## src/rtl/rs_encoder.sv

```systemverilog
`default_nettype none
// ============================================================================
//  Module   : rs_encoder
//  Purpose  : Systematic Reed-Solomon encoder over GF(2^8) (poly 0x11D, b0 = 0),
//             streaming valid/ready in and out. Optional macro
//             RS_ENC_SHORTENED_EN adds in_last for shortened codewords.
//  Revision : 1.0 - initial release
// ============================================================================
module rs_encoder #(
    parameter int CORRECTION_CAPACITY = 8,
    parameter int NB_SYMBOL_BITS      = 8,
    parameter int BLOCK_LENGTH        = 255
) (
    input  logic                      clk,
    input  logic                      rst,
    input  logic [NB_SYMBOL_BITS-1:0] in_data,
    input  logic                      in_valid,
`ifdef RS_ENC_SHORTENED_EN
    input  logic                      in_last,
`endif
    output logic                      in_ready,
    output logic [NB_SYMBOL_BITS-1:0] out_data,
    output logic                      out_valid,
    input  logic                      out_ready,
    output logic                      out_sop,
    output logic                      out_eop
);

    localparam int c_m      = NB_SYMBOL_BITS;
    localparam int c_npar   = 2 * CORRECTION_CAPACITY;
    localparam int c_k      = BLOCK_LENGTH - c_npar;
    localparam int c_dcnt_w = $clog2(c_k);
    localparam int c_pcnt_w = $clog2(c_npar);

    localparam logic [c_m-1:0]      c_prim_low  = c_m'(8'h1D);
    localparam logic [c_dcnt_w-1:0] c_dcnt_last = c_dcnt_w'(c_k - 1);
    localparam logic [c_pcnt_w-1:0] c_pcnt_last = c_pcnt_w'(c_npar - 1);

    // Shift-and-add multiply, reducing by the primitive polynomial each step
    function automatic logic [c_m-1:0] gf_mul(input logic [c_m-1:0] a,
                                              input logic [c_m-1:0] b);
        logic [c_m-1:0] p;
        p = '0;
        for (int i = c_m - 1; i >= 0; i--) begin
            p = {p[c_m-2:0], 1'b0} ^ (p[c_m-1] ? c_prim_low : '0);
            if (b[i]) p = p ^ a;
        end
        return p;
    endfunction

    // g(x) = prod (x + alpha^i), i = 0..2t-1; monic top coefficient dropped
    function automatic logic [c_npar*c_m-1:0] gen_poly();
        logic [c_m-1:0]        g [0:c_npar];
        logic [c_m-1:0]        root;
        logic [c_npar*c_m-1:0] res;
        g[0] = c_m'(1);
        for (int j = 1; j <= c_npar; j++) g[j] = '0;
        root = c_m'(1);
        for (int i = 0; i < c_npar; i++) begin
            for (int j = c_npar; j >= 1; j--) g[j] = g[j-1] ^ gf_mul(g[j], root);
            g[0] = gf_mul(g[0], root);
            root = gf_mul(root, c_m'(2));
        end
        res = '0;
        for (int j = 0; j < c_npar; j++) res[j*c_m +: c_m] = g[j];
        return res;
    endfunction

    localparam logic [c_npar*c_m-1:0] c_gen = gen_poly();

    typedef enum logic [0:0] {
        ST_DATA   = 1'b0,
        ST_PARITY = 1'b1
    } state_t;

    state_t                r_state;
    state_t                w_state_next;
    logic [c_dcnt_w-1:0]   r_dcnt;
    logic [c_pcnt_w-1:0]   r_pcnt;
    logic [c_m-1:0]        r_b    [0:c_npar-1];
    logic [c_m-1:0]        w_prod [0:c_npar-1];
    logic [c_m-1:0]        w_fb;
    logic                  w_slot_free;
    logic                  w_in_ready;
    logic                  w_accept;
    logic                  w_par_load;
    logic                  w_last_data;
    logic                  w_last_par;
    logic                  w_last_in;
    logic                  w_end_msg;

`ifdef RS_ENC_SHORTENED_EN
    assign w_last_in = in_last;
`else
    assign w_last_in = 1'b0;
`endif

    assign w_slot_free = !out_valid || out_ready;
    assign w_last_data = (r_dcnt == c_dcnt_last);
    assign w_last_par  = (r_pcnt == c_pcnt_last);
    assign w_end_msg   = w_last_data || w_last_in;
    assign w_fb        = in_data ^ r_b[c_npar-1];
    assign in_ready    = w_in_ready;

    for (genvar j = 0; j < c_npar; j++) begin : g_mul
        assign w_prod[j] = gf_mul(c_gen[j*c_m +: c_m], w_fb);
    end

    always_ff @(posedge clk or posedge rst) begin
        if (rst) r_state <= ST_DATA;
        else     r_state <= w_state_next;
    end

    // rst gates in_ready so nothing is offered as accepted while held in reset
    always_comb begin
        w_state_next = r_state;
        w_in_ready   = 1'b0;
        w_accept     = 1'b0;
        w_par_load   = 1'b0;
        case (r_state)
            ST_DATA: begin
                w_in_ready = w_slot_free && !rst;
                w_accept   = in_valid && w_in_ready;
                if (w_accept && w_end_msg) w_state_next = ST_PARITY;
            end
            ST_PARITY: begin
                w_par_load = w_slot_free;
                if (w_par_load && w_last_par) w_state_next = ST_DATA;
            end
            default: w_state_next = ST_DATA;
        endcase
    end

    always_ff @(posedge clk or posedge rst) begin
        if (rst) begin
            r_dcnt    <= '0;
            r_pcnt    <= '0;
            out_data  <= '0;
            out_valid <= 1'b0;
            out_sop   <= 1'b0;
            out_eop   <= 1'b0;
            for (int j = 0; j < c_npar; j++) r_b[j] <= '0;
        end else if (w_accept) begin
            out_data  <= in_data;
            out_valid <= 1'b1;
            out_sop   <= (r_dcnt == '0);
            out_eop   <= 1'b0;
            r_b[0]    <= w_prod[0];
            for (int j = 1; j < c_npar; j++) r_b[j] <= r_b[j-1] ^ w_prod[j];
            r_dcnt    <= w_end_msg ? '0 : r_dcnt + 1'b1;
        end else if (w_par_load) begin
            // Shifting zeros in leaves the register clear for the next block
            out_data  <= r_b[c_npar-1];
            out_valid <= 1'b1;
            out_sop   <= 1'b0;
            out_eop   <= w_last_par;
            r_b[0]    <= '0;
            for (int j = 1; j < c_npar; j++) r_b[j] <= r_b[j-1];
            r_pcnt    <= w_last_par ? '0 : r_pcnt + 1'b1;
        end else if (w_slot_free) begin
            out_valid <= 1'b0;
        end
    end

endmodule
`default_nettype wire

```

## config.mk

```make
export PLATFORM = sky130hd
export DESIGN_NAME = rs_encoder
export DESIGN_NICKNAME = d
export VERILOG_FILES = /design/src/rtl/rs_encoder.sv
export SDC_FILE = /design/constraint.sdc
export NUM_CORES = 1
export LEC_CHECK = 0
export BUFFER_PORTS_ARGS = -buffer_cell sky130_fd_sc_hd__buf_2
export CORE_UTILIZATION = 53
export DETAILED_ROUTE_END_ITERATION = 8
export PLACE_DENSITY = 0.72
export SLEW_MARGIN = 0
export SYNTH_ARGS = -nofsm -noshare
export SYNTH_HDL_FRONTEND = slang
export SYNTH_SLANG_ARGS = --single-unit
```

## constraint.sdc

```tcl
create_clock -name clk -period 7.3 [get_ports clk]
set_input_delay 0.365 -clock clk [delete_from_list [all_inputs] [get_ports clk]]
set_output_delay 0.365 -clock clk [all_outputs]
set_load 0.01 [all_outputs]
```

# Word-level counts from Yosys, hierarchy flattened

Index checks and enable logic that the tools add are counted.

Word-level logic and storage cells: 510
Output and inout bits: 12
RAM bits: 0
Latch bits: 0
Bits in registers: 152
Bits in read-only memories: 0
Input bits: 12
Memories: 0

$lt $le $gt $ge: 0
Eq/ne operators: 2
Mux-type cells: 244
$mul: 0
Add/sub/neg operators: 2
Reductions and logical operators: 11
Bitwise operators: 228
Divide/modulo/power cells: 0
Shift-type cells: 0

Operators by type and width:

| kind                                                           | number |
|---|---|
| 8-bit by 5-bit bitwise XOR with 8-bit output                   | 93 |
| 5-bit 2-to-1 mux                                               | 113 |
| 8-bit 2-to-1 mux                                               | 35 |
| 128-bit 2-to-1 mux                                             | 2 |
| 7-bit 2-to-1 mux                                               | 32 |
| 6-bit 2-to-1 mux                                               | 32 |
| 8-bit bitwise XOR                                              | 16 |
| 3-bit inverter                                                 | 35 |
| 4-bit inverter                                                 | 21 |
| 5-bit inverter                                                 | 14 |
| 4-bit 2-to-1 mux                                               | 17 |
| 7-bit by 5-bit bitwise XOR with 7-bit output                   | 7 |
| 2-bit inverter                                                 | 21 |
| 6-bit inverter                                                 | 7 |
| 6-bit by 5-bit bitwise XOR with 6-bit output                   | 3 |
| 1-bit 2-to-1 mux                                               | 12 |
| 5-bit bitwise XOR                                              | 2 |
| 1-bit inverter                                                 | 9 |
| 8-bit by 1-bit adder with 8-bit output (second input constant) | 1 |
| 8-bit == test (second input constant)                          | 1 |
| 8-bit zero test                                                | 1 |
| 4-bit by 1-bit adder with 4-bit output (second input constant) | 1 |
| 4-bit == test (second input constant)                          | 1 |
| 1-bit logical AND                                              | 4 |
| 6 further kinds                                                | 7 |

# Logic depth before layout (Yosys ltp)

Word-level depth: 32
Mapped depth: 8
Gate-level depth less buffers: 6

# Worst setup path before layout

No wires, ideal clock.

Path type: register to register
Start point: register r_b[7] (netlist name)
End point: register r_b[92] (netlist name)
Slack: 5.025 ns
Setup time: 0.133 ns
Period minus slack after synthesis: 2.275 ns
Stages on the path, launching flop included: 8
Data arrival time: 2.142 ns
Data required time: 7.167 ns
Buffers on the path: 1
Path through: dfrtp_1 > xnor2_2 > buf_2 > xnor2_1 > xnor3_1 > nor2_1 > xnor2_1 > o21ai_0

Cells in the longest elaborated chain, start to end: 25
Elaborated cells between the ends (all ways): 30
Those cells by class: mux: 15; bitwise: 15

RTL lines:

| item                                             | RTL line | RTL |
|---|---|---|
| from (decl)                                      | 80       | `logic [c_m-1:0] r_b [0:c_npar-1];` |
| 8-bit bitwise XOR (*)                            | 102      | `assign w_fb = in_data ^ r_b[c_npar-1];` |
| 8-bit 2-to-1 mux (*)                             | 46       | `if (b[i]) p = p ^ a;` |
| 8-bit by 5-bit bitwise XOR with 8-bit output (*) | 45       | `p = {p[c_m-2:0], 1'b0} ^ (p[c_m-1] ? c_prim_low : '0);` |
| 5-bit inverter (no source line)                  | --       |  |
| 8-bit 2-to-1 mux (*)                             | 46       |  |
| 8-bit by 5-bit bitwise XOR with 8-bit output (*) | 45       |  |
| 5-bit inverter (no source line)                  | --       |  |
| 8-bit 2-to-1 mux (*)                             | 46       |  |
| [... 9 more ...]                                 | --       |  |
| 8-bit by 5-bit bitwise XOR with 8-bit output (*) | 45       |  |
| 5-bit inverter (no source line)                  | --       |  |
| 8-bit 2-to-1 mux (*)                             | 46       |  |
| 5-bit 2-to-1 mux                                 | 45       |  |
| 8-bit by 5-bit bitwise XOR with 8-bit output (*) | 45       |  |
| 8-bit 2-to-1 mux (*)                             | 46       |  |
| 8-bit bitwise XOR (*)                            | 149      | `for (int j = 1; j < c_npar; j++) r_b[j] <= r_b[j-1] ^ w_prod[j];` |
| 128-bit 2-to-1 mux (*)                           | 143      | `end else if (w_accept) begin` |

Mark *: on every way between the ends. The rest lies on a longest branch, timed or not.
A chain may end at the register's enable or synchronous reset.

# Worst setup path after layout

Start point: register r_b[4] (netlist name)
End point: register r_b[93] (netlist name)

Cells in the longest elaborated chain, start to end: 16
Elaborated cells between the ends (all ways): 18
Those cells by class: mux: 9; bitwise: 9

RTL lines:

| item                                             | RTL line |
|---|---|
| 8-bit bitwise XOR (*)                            | 102 |
| 8-bit 2-to-1 mux (*)                             | 46 |
| 8-bit by 5-bit bitwise XOR with 8-bit output (*) | 45 |
| 5-bit inverter (no source line)                  | -- |
| 8-bit 2-to-1 mux (*)                             | 46 |
| 8-bit by 5-bit bitwise XOR with 8-bit output (*) | 45 |
| 5-bit inverter (no source line)                  | -- |
| 8-bit 2-to-1 mux (*)                             | 46 |
| 5-bit 2-to-1 mux                                 | 45 |
| 8-bit by 5-bit bitwise XOR with 8-bit output (*) | 45 |
| 8-bit 2-to-1 mux (*)                             | 46 |
| 8-bit by 5-bit bitwise XOR with 8-bit output (*) | 45 |
| 5-bit inverter (no source line)                  | -- |
| 8-bit 2-to-1 mux (*)                             | 46 |
| 8-bit bitwise XOR (*)                            | 149 |
| 128-bit 2-to-1 mux (*)                           | 143 |

Marked as above.

==> impl_metrics.env <==
export IMPL_outcome="completed"
export IMPL_timing_final_setup_violations=0
export IMPL_final_nets=879
export IMPL_setup_slack_ps=4600
export IMPL_yosysTopAreaCellShare=0.442
export IMPL_reg2reg_from="r_b[4]$_DFFE_PP0P_"
export IMPL_placed_area_um2=8900
export IMPL_gp_congestion=0.831
export IMPL_ctsHoldBuffers=0
export IMPL_cts_buffers=17
export IMPL_final_area_um2=9520
export IMPL_grt_pass1_wl_um=33400
export IMPL_first_iter_violations=615
export IMPL_critPathCaptureType="register"
export IMPL_cp_startpoint="r_b[4]$_DFFE_PP0P_"
export IMPL_synthesis_nets=879
export IMPL_worst_path_buf_inv=0
export IMPL_post_route_util=0.600
export IMPL_finalHoldViolCount=0
export IMPL_ys_flop_type="dfrtp_1"
export IMPL_drt_total_wl_um=21000
export IMPL_routed_via_density=5.94
export IMPL_clk_latency_ps=430
export IMPL_htreeDepth=4
export IMPL_cts_sinks=152
export IMPL_setup_tns_final_ps=0
export IMPL_antenna_found_initial=1
export IMPL_yosys_area_top_type="dfrtp_1"
export IMPL_drc=0
export IMPL_dieArea_um2=16800
export IMPL_worst_path_max_delay_cell="xnor3_1"
export IMPL_cts_tree="built"
export IMPL_rows=46
export IMPL_max_cap_violations=0
export IMPL_num_io_pins=24
export IMPL_r2r_end="r_b[93]$_DFFE_PP0P_"
export IMPL_worstPathRequired_ps=7610
export IMPL_relSlewSlack=0.179
export IMPL_die_y_um=129
export IMPL_antenna_cells=0
export IMPL_synth_area_per_cell_um2=9.98
export IMPL_clkTransAtPathRegs_ps=60
export IMPL_cp_depth=6
export IMPL_layout_common_cells="dfrtp_1, nand2_1, nor2_1"
export IMPL_fmax_ghz=0.370
export IMPL_root_buffer="clkbuf_16"
export IMPL_cts_buffer_depth=2
export IMPL_wl_per_cell_um=19.2
export IMPL_drv_slew=0
export IMPL_ant_nets=0
export IMPL_vias=6478
export IMPL_pre_cts_ws_ps=4500
export IMPL_dr_pass1_iters=5
export IMPL_skew_ps=11.3
export IMPL_cp_max_fo=8
export IMPL_synthTopCellsByArea="dfrtp_1, xnor2_1, nand2_1"
export IMPL_rsz0062_at_grt="false"
export IMPL_grt_pass1_vias=5957
export IMPL_cts_resized=0
export IMPL_r2r_setup_slack_ps=4600
export IMPL_yosysSeqAreaShare=0.442
export IMPL_layout_area_overhead_vs_synth_pct=10.6
export IMPL_initial_core_util=0.542
export IMPL_min_path_type="input pin to asynchronous set/reset pin"
export IMPL_ys_warnings_count=0
export IMPL_core_area_um2=15900
export IMPL_synth_edff_count=0
export IMPL_cp_arrival_ps=3020
export IMPL_r2r_cells=6
export IMPL_grt_max_degree=103
export IMPL_die_w_um=129
export IMPL_period_share=0.370
export IMPL_place_port_buffers=23
export IMPL_final_common_cell="dfrtp_1"
export IMPL_postCtsSetupBuffers=0
export IMPL_setup_worst_path_end="r_b[93]$_DFFE_PP0P_"
export IMPL_crit_family="XOR/XNOR gates"
export IMPL_synth_distinct_cells=50
export IMPL_period_minus_slack_ps=2700
export IMPL_worstSetupPathType="register to register"
export IMPL_crit_chain="xor2_2 > xnor3_1 > xnor2_4 > xor2_1 > a211oi_1 > a311oi_1"
export IMPL_grt_use_total=0.267
export IMPL_slowest_delay_ps=750
export IMPL_overflow=0
export IMPL_synthArstFlopShare=1.00
export IMPL_worst_pin_slew_ps=1220
export IMPL_synth_cells=863
export IMPL_ys_ff_latch=152
export IMPL_synth_area_um2=8610
export IMPL_hpwl_um=13700
export IMPL_start_kind="register"
export IMPL_drive_above_1_share=0.0994
==> state kept, by name (all words and copies together), names as in the netlist <==
register	count
out_valid	1
r_pcnt	4
r_b	128
r_state	1
out_eop	1
out_data	8
r_dcnt	8
out_sop	1
==> layer usage <==
layer	track usage	wire (um)
met5	0	11
met4	0.0964	402
met3	0.0520	1370
met2	0.411	9850
met1	0.377	9350
==> Yosys cell counts (2+ instances only) <==
cell / n
a211o_1: 8
a211oi_1: 17
a21o_1: 5
a21oi_1: 21
a221o_1: 26
a22oi_1: 7
a311oi_1: 10
a31oi_1: 3
and2_1: 3
and3_1: 3
buf_1: 5
buf_2: 4
buf_6: 2
clkbuf_1: 43
dfrtp_1: 152
ha_1: 4
inv_1: 6
mux2i_1: 2
nand2_1: 127
nand2b_1: 4
nand3_1: 10
nand4_1: 5
nor2_1: 89
nor2b_1: 3
nor3_1: 14
o211a_1: 4
o211ai_1: 27
o21a_1: 2
o21ai_0: 50
o221a_2: 2
o311ai_0: 24
xnor2_1: 87
xnor2_2: 10
xnor2_4: 3
xnor3_1: 17
xor2_1: 50
==> worst reg2reg max path, cell delays in order, from the launching register on <==
cell	delay, ps
dfrtp_1	460
xor2_2	380
xnor3_1	750
xnor2_4	320
xor2_1	270
a211oi_1	110
a311oi_1	300
==> cell families (layout without fill, tap and decap cells) <==
logic type,after synthesis,in the layout,synth area share
xor gates and xnor gates,168,168,0.214
muxes,2,2,0.00232
buffers and inverters,60,72,0.0285
AOI/OAI and AO/OA,213,213,0.181
adders and majority gates,4,4,0.00581
DFF,152,152,0.442
and+or+nand+nor,264,264,0.127
==> per-stage QoR <==
stage                     hold slack, ps  std cells
after floorplan                      447        863
after global placement               475       1060
after detailed placement             471       1060
after CTS                            141       1091
after global routing                 172       1091
final                                136       1091
==> cell type report <==
cell class / count / area [um2]
Fill cell: 1356 / 6360
Multi-Input combinational cell: 651 / 4600
Sequential cell: 152 / 3800
Clock buffer: 20 / 447
Tap cell: 216 / 270
Timing Repair Buffer: 35 / 205
Clock inverter: 11 / 173
Inverter: 6 / 27.5
==> how the worst min path moves through the flow <==
stage / depth (start not counted) / to / slack (ps) / start
after floorplan: 1 / r_b[7]$_DFFE_PP0P_ / 450 / r_b[15]$_DFFE_PP0P_
after global placement: 1 / r_b[31]$_DFFE_PP0P_ / 470 / r_b[39]$_DFFE_PP0P_
after detailed placement: 1 / r_b[31]$_DFFE_PP0P_ / 470 / r_b[39]$_DFFE_PP0P_
after CTS: 3 / out_data[0]$_DFFE_PP0P_ / 140 / in_data[0]
after global routing: 3 / out_data[0]$_DFFE_PP0P_ / 170 / in_data[0]
final: 2 / r_state$_DFF_PP0_ / 140 / rst
Power is not shown: default switching activity piles up to over one toggle a cycle in this logic, so the estimate is an artifact.
